[src/rtl/vector_memory_sequencer.sv]
// Vector memory sequencer: moves vector load/store lanes one at a time over a single-element memory port.
// Optional define VMEM_STRIDE_EN enables strided lane addressing (base + lane*stride); default is unit stride.
module vector_memory_sequencer #(
   parameter int LANES        = 4,
   parameter int DATAWIDTH    = 8,
   parameter int ADDRESSWIDTH = 32
) (
   input  logic                          clk,
   input  logic                          rst_n,
   input  logic                          startM,
   input  logic                          writeM,
   input  logic [ADDRESSWIDTH-1:0]       baseAddressM,
   input  logic [ADDRESSWIDTH-1:0]       strideM,
   input  logic [LANES*DATAWIDTH-1:0]    vectorWriteDataM,
   input  logic                          memReady,
   input  logic                          memReadValid,
   input  logic [DATAWIDTH-1:0]          memReadData,
   output logic                          memRequest,
   output logic                          memWriteEnable,
   output logic [ADDRESSWIDTH-1:0]       memAddress,
   output logic [DATAWIDTH-1:0]          memWriteData,
   output logic [LANES*DATAWIDTH-1:0]    vectorReadDataWB,
   output logic                          doneM,
   output logic                          stallM
);

   localparam int LW = $clog2(LANES);

   typedef enum logic [1:0] {
      IDLE      = 2'd0,
      ISSUE     = 2'd1,
      WAIT_READ = 2'd2,
      DONE      = 2'd3
   } state_t;

   state_t                       state_r, state_s;
   logic [LW-1:0]                lane_r, lane_s;
   logic                         write_r;
   logic [ADDRESSWIDTH-1:0]      base_r;
   logic [LANES*DATAWIDTH-1:0]   wdata_r;
   logic [LANES*DATAWIDTH-1:0]   rdata_r;
   logic [ADDRESSWIDTH-1:0]      addr_s;
   logic                         req_s, we_s, done_s, stall_s, last_s;

`ifdef VMEM_STRIDE_EN
   logic [ADDRESSWIDTH-1:0]      stride_r;
   assign addr_s = base_r + (ADDRESSWIDTH'(lane_r) * stride_r);
`else
   logic                         unused_stride_s;
   assign unused_stride_s = ^strideM;
   assign addr_s = base_r + ADDRESSWIDTH'(lane_r);
`endif

   assign last_s = (lane_r == LW'(LANES-1));

   // State and lane counter registers
   always_ff @(posedge clk or negedge rst_n) begin
      if (!rst_n) begin
         state_r <= IDLE;
         lane_r  <= '0;
      end else begin
         state_r <= state_s;
         lane_r  <= lane_s;
      end
   end

   // Operand capture at start and lane-wise assembly of the load result
   always_ff @(posedge clk or negedge rst_n) begin
      if (!rst_n) begin
         write_r  <= 1'b0;
         base_r   <= '0;
         wdata_r  <= '0;
         rdata_r  <= '0;
`ifdef VMEM_STRIDE_EN
         stride_r <= '0;
`endif
      end else begin
         if ((state_r == IDLE) && startM) begin
            write_r  <= writeM;
            base_r   <= baseAddressM;
            wdata_r  <= vectorWriteDataM;
`ifdef VMEM_STRIDE_EN
            stride_r <= strideM;
`endif
         end
         if ((state_r == WAIT_READ) && memReadValid) begin
            rdata_r[lane_r*DATAWIDTH +: DATAWIDTH] <= memReadData;
         end
      end
   end

   // Next-state, lane advance and handshake outputs
   always_comb begin
      state_s = state_r;
      lane_s  = lane_r;
      req_s   = 1'b0;
      we_s    = 1'b0;
      done_s  = 1'b0;
      stall_s = 1'b0;
      case (state_r)
         IDLE: begin
            if (startM) begin
               stall_s = 1'b1;
               lane_s  = '0;
               state_s = ISSUE;
            end else begin
               state_s = IDLE;
            end
         end
         ISSUE: begin
            req_s   = 1'b1;
            we_s    = write_r;
            stall_s = 1'b1;
            if (memReady) begin
               if (!write_r) begin
                  state_s = WAIT_READ;
               end else if (last_s) begin
                  state_s = DONE;
               end else begin
                  lane_s  = lane_r + LW'(1);
               end
            end else begin
               state_s = ISSUE;
            end
         end
         WAIT_READ: begin
            stall_s = 1'b1;
            if (memReadValid) begin
               if (last_s) begin
                  state_s = DONE;
               end else begin
                  lane_s  = lane_r + LW'(1);
                  state_s = ISSUE;
               end
            end else begin
               state_s = WAIT_READ;
            end
         end
         DONE: begin
            // startM is deliberately not sampled here: the pipeline advances this cycle
            done_s  = 1'b1;
            state_s = IDLE;
         end
         default: begin
            state_s = IDLE;
            lane_s  = '0;
         end
      endcase
   end

   assign memRequest       = req_s;
   assign memWriteEnable   = we_s;
   assign memAddress       = req_s ? addr_s : '0;
   assign memWriteData     = req_s ? wdata_r[lane_r*DATAWIDTH +: DATAWIDTH] : '0;
   assign vectorReadDataWB = rdata_r;
   assign doneM            = done_s;
   assign stallM           = stall_s & rst_n;

endmodule

[config.mk]
export PLATFORM = sky130hd
export DESIGN_NAME = vector_memory_sequencer
export DESIGN_NICKNAME = d
export VERILOG_FILES = /design/src/rtl/vector_memory_sequencer.sv
export SDC_FILE = /design/constraint.sdc
export NUM_CORES = 1
export LEC_CHECK = 0
export BUFFER_PORTS_ARGS = -buffer_cell sky130_fd_sc_hd__buf_2
export CAP_MARGIN = 20
export CELL_PAD_IN_SITES_DETAIL_PLACEMENT = 0
export CELL_PAD_IN_SITES_GLOBAL_PLACEMENT = 2
export CORE_MARGIN = 5
export CORE_UTILIZATION = 31
export DETAILED_ROUTE_END_ITERATION = 8
export PLACE_DENSITY = 0.82
export SLEW_MARGIN = 10
export SYNTH_ARGS = -nofsm -noshare
export SYNTH_HDL_FRONTEND = slang
export SYNTH_SLANG_ARGS = --single-unit
[constraint.sdc]
create_clock -name clk -period 3.1 [get_ports clk]
set_input_delay 0.62 -clock clk [delete_from_list [all_inputs] [get_ports clk]]
set_output_delay 0.62 -clock clk [all_outputs]
set_load 0.02 [all_outputs]
After elaboration in Yosys (flattened, before gate mapping)
Index checks and enable logic that the tools add are counted.
{ "word_totals": {"input_bits": 110, "memories": 0, "latch_bits": 0, "wordCells": 49, "out_inout_bits": 76, "register_bits": 101, "romBits": 0, "ramBits": 0} }
{ "classes": {"eq_ne": 9, "shifts": 3, "mul": 0, "div": 0, "n_addsub": 3, "order_cmp": 0, "reduce_logical": 6, "n_bitwise": 1, "n_mux": 21} }
{ "ops": {"columns": ["op", "n"], "rows": [
  ["$neg A5 Y34", 1],
  ["$shift A8 B34 Y32 const A", 1],
  ["$shiftx A8 B34 Y32", 1],
  ["$add A32 B2 Y32", 1],
  ["$bwmux W32", 1],
  ["$mux W32", 1],
  ["$shiftx A32 B6 Y8", 1],
  ["$mux W2", 10],
  ["$mux W8", 1],
  ["$ne A2 B2 Y1 const B", 4],
  ["$pmux W2 S4", 1],
  ["$eq A2 B2 Y1 const B", 3],
  ["$pmux W2 S3", 1],
  ["$mux W1", 5],
  ["$reduce_and A5 Y1", 1],
  ["$ne A4 B4 Y1 const B", 1],
  ["$reduce_bool A3 Y1", 1],
  ["$add A2 B1 Y2 const B", 1],
  ["$eq A2 B1 Y1 const B", 1],
  ["$logic_and A1 B1 Y1", 2],
  ["$logic_not A2 Y1", 1],
  ["$pmux W1 S2", 1],
  ["$reduce_or A2 Y1", 1],
  ["$and A1 B1 Y1", 1]
]} }

Longest topological paths before layout
Gate-level depths: netlist of the first run.
{ "logic_depth": {"word_depth": 5, "depth_mapped": 7} }

Least setup slack after synthesis of the first run
No wires, ideal clock.
{ "synth_path": {"path_kind": "reg2out", "start": "reg lane_r[0]", "end": "out memAddress[18]", "stages_incl_launch_ff": 7, "path_buffers": 0, "t_required_ns": 2.480, "setup_slack_ns": 0.310, "arrival_time_ns": 2.170, "path_cell_list": "dfrtp_1 > ha_1 > fa_1 > nand4_1 > or4_4 > or3_1 > a21oi_1"} }
{ "synth_between": {"elab_chain_cells": 2} }
{ "synth_lines": {"columns": ["element", "line_no", "rtl"], "rows": [
  ["start, declared", "37", "logic [LW-1:0] lane_r, lane_s;"],
  ["start signal, assigned", "63", "lane_r <= lane_s;"],
  ["$add A32 B2 Y32", "51", "assign addr_s = base_r + ADDRESSWIDTH'(lane_r);"],
  ["$mux W32", "153", "assign memAddress = req_s ? addr_s : '0;"],
  ["end, declared", "20", "output logic [ADDRESSWIDTH-1:0] memAddress,"]
]} }
Every way passes these cells.

Final worst setup path of the first run
Same ends and word-level chain as after synthesis.

==> results of run 1 <==
synth_stat cells, drive strengths merged (4+ instances only):
cell type,instances,area (um^2)
a21oi,20,100
nor4,4,31.3
clkbuf,14,53.8
mux2,66,743
nand3,13,70.1
dfrtp,101,2530
mux4,8,180
a22o,32,280
and4,7,63.8
or3,4,30.0
mux2i,4,40.0
o31ai,10,75.1
nor2,13,48.8
ha,13,163
nand4,6,37.5
inv,10,37.5
or4,12,93.8
o21ai,6,30.0
buf,5,25.0
nand2,23,86.3
and2,13,81.3
xnor2,9,78.8
worst max-delay path: cells and delay by family (launching register included):
kind            cells  cell delay, ns
compound gates      1            0.16
fa+ha+maj           2            0.40
buf+inv             1            0.13
flops               1            0.40
simple gates        3            0.98
how the worst max path moves through the flow:
stage               from             end
3_5_place_dp   base_r[0]  memAddress[24]
5_1_grt        lane_r[0]  memAddress[18]
2_1_floorplan  lane_r[0]  memAddress[18]
6_report       lane_r[0]  memAddress[18]
4_1_cts        base_r[0]  memAddress[18]
3_3_place_gp   base_r[0]  memAddress[24]
sequential cells by signal (all words and copies together) (netlist names):
| signal | flops |
|---|---|
| base_r | 32 |
| lane_r | 2 |
| state_r | 2 |
| vectorReadDataWB | 32 |
| wdata_r | 32 |
| write_r | 1 |
cell type report:
class / instances / area [um^2]
fill: 1607 / 9730
sequential: 101 / 2530
multi-input combinational: 290 / 2530
clock inverter: 7 / 101
inverter: 11 / 41.3
tap: 220 / 275
clock buffer: 9 / 225
timing repair buffer: 169 / 920
kinds of logic (layout without fill, tap and decap cells):
| family | count (synthesis) | count (layout) |
|---|---|---|
| flip-flops | 101 | 101 |
| AO/OA/AOI/OAI | 73 | 73 |
| adder cells (fa/ha/maj) | 14 | 14 |
| AND/OR/NAND/NOR | 112 | 113 |
| multiplexers | 78 | 78 |
| buffers and inverters | 30 | 196 |
| XOR/XNOR | 12 | 12 |
repair_timing:
action	in CTS	in global routing
buffers inserted	4	2
endpoints found under the hold margin	0	0
resized for setup	12	10
endpoints found under the setup margin	10	12
gates cloned	1	0
pin swaps	3	1
report_power, final:
group | switching [mW] | internal [mW]
Sequential | 0.455 | 1.83
Combinational | 1.49 | 1.32
Clock | 0.599 | 0.588
stage by stage:
step / worst slack [ns] / cells / hold WS (ns)
6_report: 0.0589 / 807 / 0.387
5_1_grt: -0.0478 / 807 / 0.454
4_1_cts: 0.00379 / 805 / 0.404
3_5_place_dp: 0.179 / 784 / 0.486
3_3_place_gp: 0.190 / 784 / 0.483
2_1_floorplan: 0.310 / 420 / 0.324
routing by layer:
| layer | vias up | global-route usage [%] |
|---|---|---|
| li1 | 1892 | - |
| met1 | 2012 | 19.1 |
| met2 | 149 | 25.3 |
| met3 | 21 | 6.28 |
| met4 | 4 | 4.21 |
| met5 | - | 0 |
==> flow_metrics.py, run 1 <==
metrics = {
    "setup_path": {
        "ff2ff_path_depth": 5,
        "cp_cell_sequence": "ha_4 -> fa_2 -> nand4_1 -> or4_4 -> or3_4 -> a21oi_4 -> buf_6",
        "cpPeakStageDelay_ns": 0.49,
        "worstPathRequired_ns": 2.48,
        "setup.worst_path.class": "reg2out",
        "worstSetupEndpointType": "primary output",
        "r2r_start": "lane_r[0]",
        "worst-r2r-setup-slack_ns": 0.68,
        "critPathArrivalTime_ns": 2.42,
        "slowest_stage": "or4_4",
        "r2r_end": "vectorReadDataWB[29]",
        "critPathLaunchType": "register",
        "crit_path_max_fanout": 5,
    },
    "routing": {
        "dr_wl_met2_mm": 6.76,
        "antenna_left": 0,
        "vias": 4078,
        "wl_met1_mm": 6.20,
        "viasPerCell": 5.05,
        "highest_layer": "met5",
        "wl_mm": 14.4,
        "dr.first_iter.drc_count": 176,
        "met3_length_mm": 1.19,
        "drcViolationCount": 0,
        "dr.pass1.iters": 4,
        "post_drt_wl_per_cell_um": 17.8,
    },
    "synthesis": {
        "synth_cell_type_count": 44,
        "synthMuxAreaShare_pct": 18.9,
        "synth_edf_count": 0,
        "ys_seq_area_share_pct": 49.5,
        "synth_top_family_by_area": "multiplexers",
        "synthXorXnorAreaFrac_pct": 2.06,
        "yosys.area_share.simple_pct": 13.3,
        "synth_flop_cell": "dfrtp_1",
        "ys_async_sr_fraction_pct": 100,
        "syn_area_per_cell_um2": 12.2,
        "synth-seq-cells": 101,
        "synth_compound_area_share_pct": 10.3,
        "synth_fa_ha_area_share_pct": 3.58,
        "synth.cell_area_um2": 5110,
        "yosysWarningCount": 0,
        "syn_nets": 544,
        "postSynthCellCount": 420,
    },
    "clock_tree": {
        "clock_latency_ns": 0.36,
        "cts_buffers": 9,
        "path_clk_slew_ns": 0.08,
        "cts_buffer_depth": 2,
        "cts_tree": "built",
        "h-tree-depth": 3,
        "ctsHoldBuffers": 0,
        "root_buffer": "clkbuf_16",
        "cts_sinks": 101,
    },
    "placed_design": {
        "dp_hpwl_mm": 10.4,
        "gp_congestion": 0.872,
        "io_buffers": 153,
        "place_area_um2": 6160,
    },
    "floorplanning": {
        "die_h_um": 138,
        "die_area_um2": 19100,
        "fp.coreArea_um2": 16300,
        "initial_core_util_pct": 31.2,
        "fp.dieW_um": 138,
        "rows": 47,
        "ios": 186,
    },
    "power_and_ir_drop": {
        "pwr_density_cell_nw_per_um2": 948,
        "p_total_mw": 6.28,
        "irDropWorstVdd_v": 0.000331,
        "power.leakage_nw": 3.06,
    },
    "timing": {
        "fin_crit_sh_pct": 98.1,
        "hold_violations": 0,
        "finalSetupViolCount": 0,
        "skew_ns": 0.00816,
        "max_freq_mhz": 329,
        "period_minus_slack_ns": 3.04,
        "tightest_slew_ns": 0.828,
        "rsz0062_at_grt": "true",
        "final_max_slew_viol_count": 0,
        "setup_tns_ns": 0,
        "slew_headroom_pct": 44.3,
    },
    "finish": {
        "mostFrequentLayoutCell": "buf_2",
        "finalNetCount": 706,
        "diodes": 0,
        "most-common-layout-cells": "146 x buf_2, 101 x dfrtp_1, 66 x mux2_2, 32 x a22o_1",
        "fin_util_pct": 40.5,
        "drive_gt1_share_pct": 47.5,
        "syn_to_final_growth_pct": 29.7,
        "fin_area_um2": 6620,
    },
    "status": {
        "status": "complete, no violations",
    },
    "grt": {
        "grt_start_max_net_pins": 53,
        "antenna_found_initial": 2,
        "gr-total-overflow": 0,
        "grtUsageTotal_pct": 15.5,
        "grt_first_pass_wirelength_mm": 24.0,
        "grt_pass1_vias": 4492,
    },
    "min_path": {
        "hold_class": "in2async",
    },
    "job": {
        "drv_cap": 0,
    },
}
Power figures use the tool's default switching activity.
==> run 2: changes to the inputs <==
- CELL_PAD_IN_SITES_DETAIL_PLACEMENT: 0 -> unset
- CELL_PAD_IN_SITES_GLOBAL_PLACEMENT: 2 -> unset
- CORE_UTILIZATION: 31 -> 50
- PLACE_DENSITY: 0.82 -> 0.79
==> run 2 against run 1 <==
Net effect: register-to-register slack improved by 0.29 ns; highest routed layer unchanged; setup slack worse by 0.057 ns; cell count is 11% lower; final area decreased by 3.5%; non-clock buffer count grew 1; die area is 36% lower.
==> flow_metrics.py, run 2 (synthesis results as in run 1) <==
metrics = {
    "finish": {
        "syn_to_final_growth_pct": 25.1,
        "fillers": 775,
        "fin_util_pct": 64.8,
        "mostFrequentLayoutCell": "buf_2",
        "diodes": 0,
        "drive_gt1_share_pct": 47.3,
        "most-common-layout-cells": "142 x buf_2, 101 x dfrtp_1, 66 x mux2_2, 32 x a22o_1, 27 x buf_4",
        "finalNetCount": 707,
    },
    "grt": {
        "gr-total-overflow": 0,
        "grtUsageTotal_pct": 21.8,
        "grt_first_pass_wirelength_mm": 21.8,
        "grt_pass1_vias": 4361,
        "grt_start_max_net_pins": 59,
        "antenna_found_initial": 1,
    },
    "clock_tree": {
        "ctsHoldBuffers": 0,
        "path_clk_slew_ns": 0.11,
        "cts_buffer_depth": 2,
        "root_buffer": "clkbuf_8",
        "h-tree-depth": 3,
        "clock_latency_ns": 0.39,
        "cts_sinks": 101,
        "cts_buffers": 9,
        "cts_tree": "built",
    },
    "power_and_ir_drop": {
        "p_total_mw": 5.91,
        "pwr_density_cell_nw_per_um2": 926,
        "power.leakage_nw": 3.02,
        "irDropWorstVdd_v": 0.000648,
    },
    "setup_path": {
        "worstSetupEndpointType": "primary output",
        "setup.worst_path.class": "reg2out",
        "critPathArrivalTime_ns": 2.48,
        "critPathLaunchType": "register",
        "worstPathRequired_ns": 2.48,
        "crit_path_max_fanout": 5,
    },
    "routing": {
        "dr.pass1.iters": 5,
        "drcViolationCount": 0,
        "vias": 4081,
        "antenna_left": 0,
        "dr.first_iter.drc_count": 227,
        "post_drt_wl_per_cell_um": 18.1,
        "wl_mm": 13.0,
        "viasPerCell": 5.66,
    },
    "floorplanning": {
        "rows": 36,
        "ios": 186,
        "die_h_um": 111,
        "die_area_um2": 12300,
        "initial_core_util_pct": 51.8,
        "fp.coreArea_um2": 9860,
        "fp.dieW_um": 111,
    },
    "timing": {
        "holdWs_ns": 0.315,
        "hold_violations": 0,
        "slew_headroom_pct": 52.2,
        "max_freq_mhz": 323,
        "rsz0062_at_grt": "true",
        "finalSetupViolCount": 0,
        "fin_crit_sh_pct": 100,
        "final_max_slew_viol_count": 0,
        "layout_setup_ws_ns": 0.00145,
        "period_minus_slack_ns": 3.10,
        "tightest_slew_ns": 0.717,
        "skew_ns": 0.0149,
    },
    "placed_design": {
        "dp_hpwl_mm": 9.35,
        "gp_congestion": 0.902,
        "pre_cts_slack_ns": 0.260,
        "io_buffers": 153,
    },
    "min_path": {
        "hold_class": "in2async",
    },
    "status": {
        "status": "complete, no violations",
    },
    "job": {
        "drv_cap": 0,
    },
}
[run 2: cell count changes in the layout (fill, tap and decap cells not counted), moves of 2 or more]
cell	previous run	this run
buf_2	146	142
buf_4	21	27
clkbuf_16	9	0
clkbuf_8	0	9
clkinv_4	0	2
clkinv_8	5	0
[run 2: final cells by class]
cell class                 count  area [um^2]  area share [%]
clock buffer                  10          128            2.00
clock inverter                 6         78.8            1.23
inverter                      11         41.3           0.646
multi-input combinational    290         2510            39.3
sequential                   101         2530            39.6
tap                          133          166            2.60
timing repair buffer         170          933            14.6
[run 2: final timing paths]
path | start | to | slack, ns | depth (start not counted)
min in group clk | vectorWriteDataM[20] | wdata_r[20] | 0.46 | 2
max reg2reg | lane_r[0] | vectorReadDataWB[3] | 0.97 | 7
min | rst_n | base_r[5] | 0.31 | 2
max | lane_r[0] | memAddress[18] | 0.001 | 7
max in group asynchronous | rst_n | write_r | 1.63 | 3
min reg2reg | vectorReadDataWB[26] | vectorReadDataWB[26] | 0.51 | 1
[run 2: metrics by stage]
| stage | std cells | setup TNS, ns | instance area (um^2) |
|---|---|---|---|
| after floorplan | 420 | 0 | 5110 |
| after global routing | 721 | -0.340 | 6390 |
| after detailed placement | 701 | 0 | 6080 |
| after CTS | 720 | -0.00356 | 6340 |
| after global placement | 701 | 0 | 6080 |
| final | 721 | 0 | 6390 |
[run 2: timing repair]
| action | 4_1_cts | 5_1_grt |
|---|---|---|
| gates resized for setup | 11 | 11 |
| buffers inserted | 2 | 1 |
| pin swaps | 3 | 2 |
| endpoints found under the setup margin | 9 | 11 |
| hold endpoints to repair | 0 | 0 |
| gates cloned | 1 | 0 |
[run 2: layer usage]
metal	GRT usage, %	wire length, um	part of all wire (%)
met2	37.1	6520	50
met1	26.5	5320	41
met5	0	13	0.10
met4	5.27	142	1.1
met3	7.91	1050	8.1
[run 2: critical path, cell delays in order, from the launching register on]
cell     delay [ns]
dfrtp_1        0.41
ha_4           0.17
fa_2           0.23
nand4_1        0.12
or4_4          0.47
or3_4          0.36
a21oi_2        0.16
buf_4          0.16
[run 2: where the power goes]
part / total (mW) / switching, mW / leakage [nW] / internal [mW]
Combinational: 2.75 / 1.43 / 1.66 / 1.31
Sequential: 2.28 / 0.458 / 1.26 / 1.83
Clock: 0.884 / 0.494 / 0.105 / 0.391
Total: 5.91 / 2.38 / 3.02 / 3.53
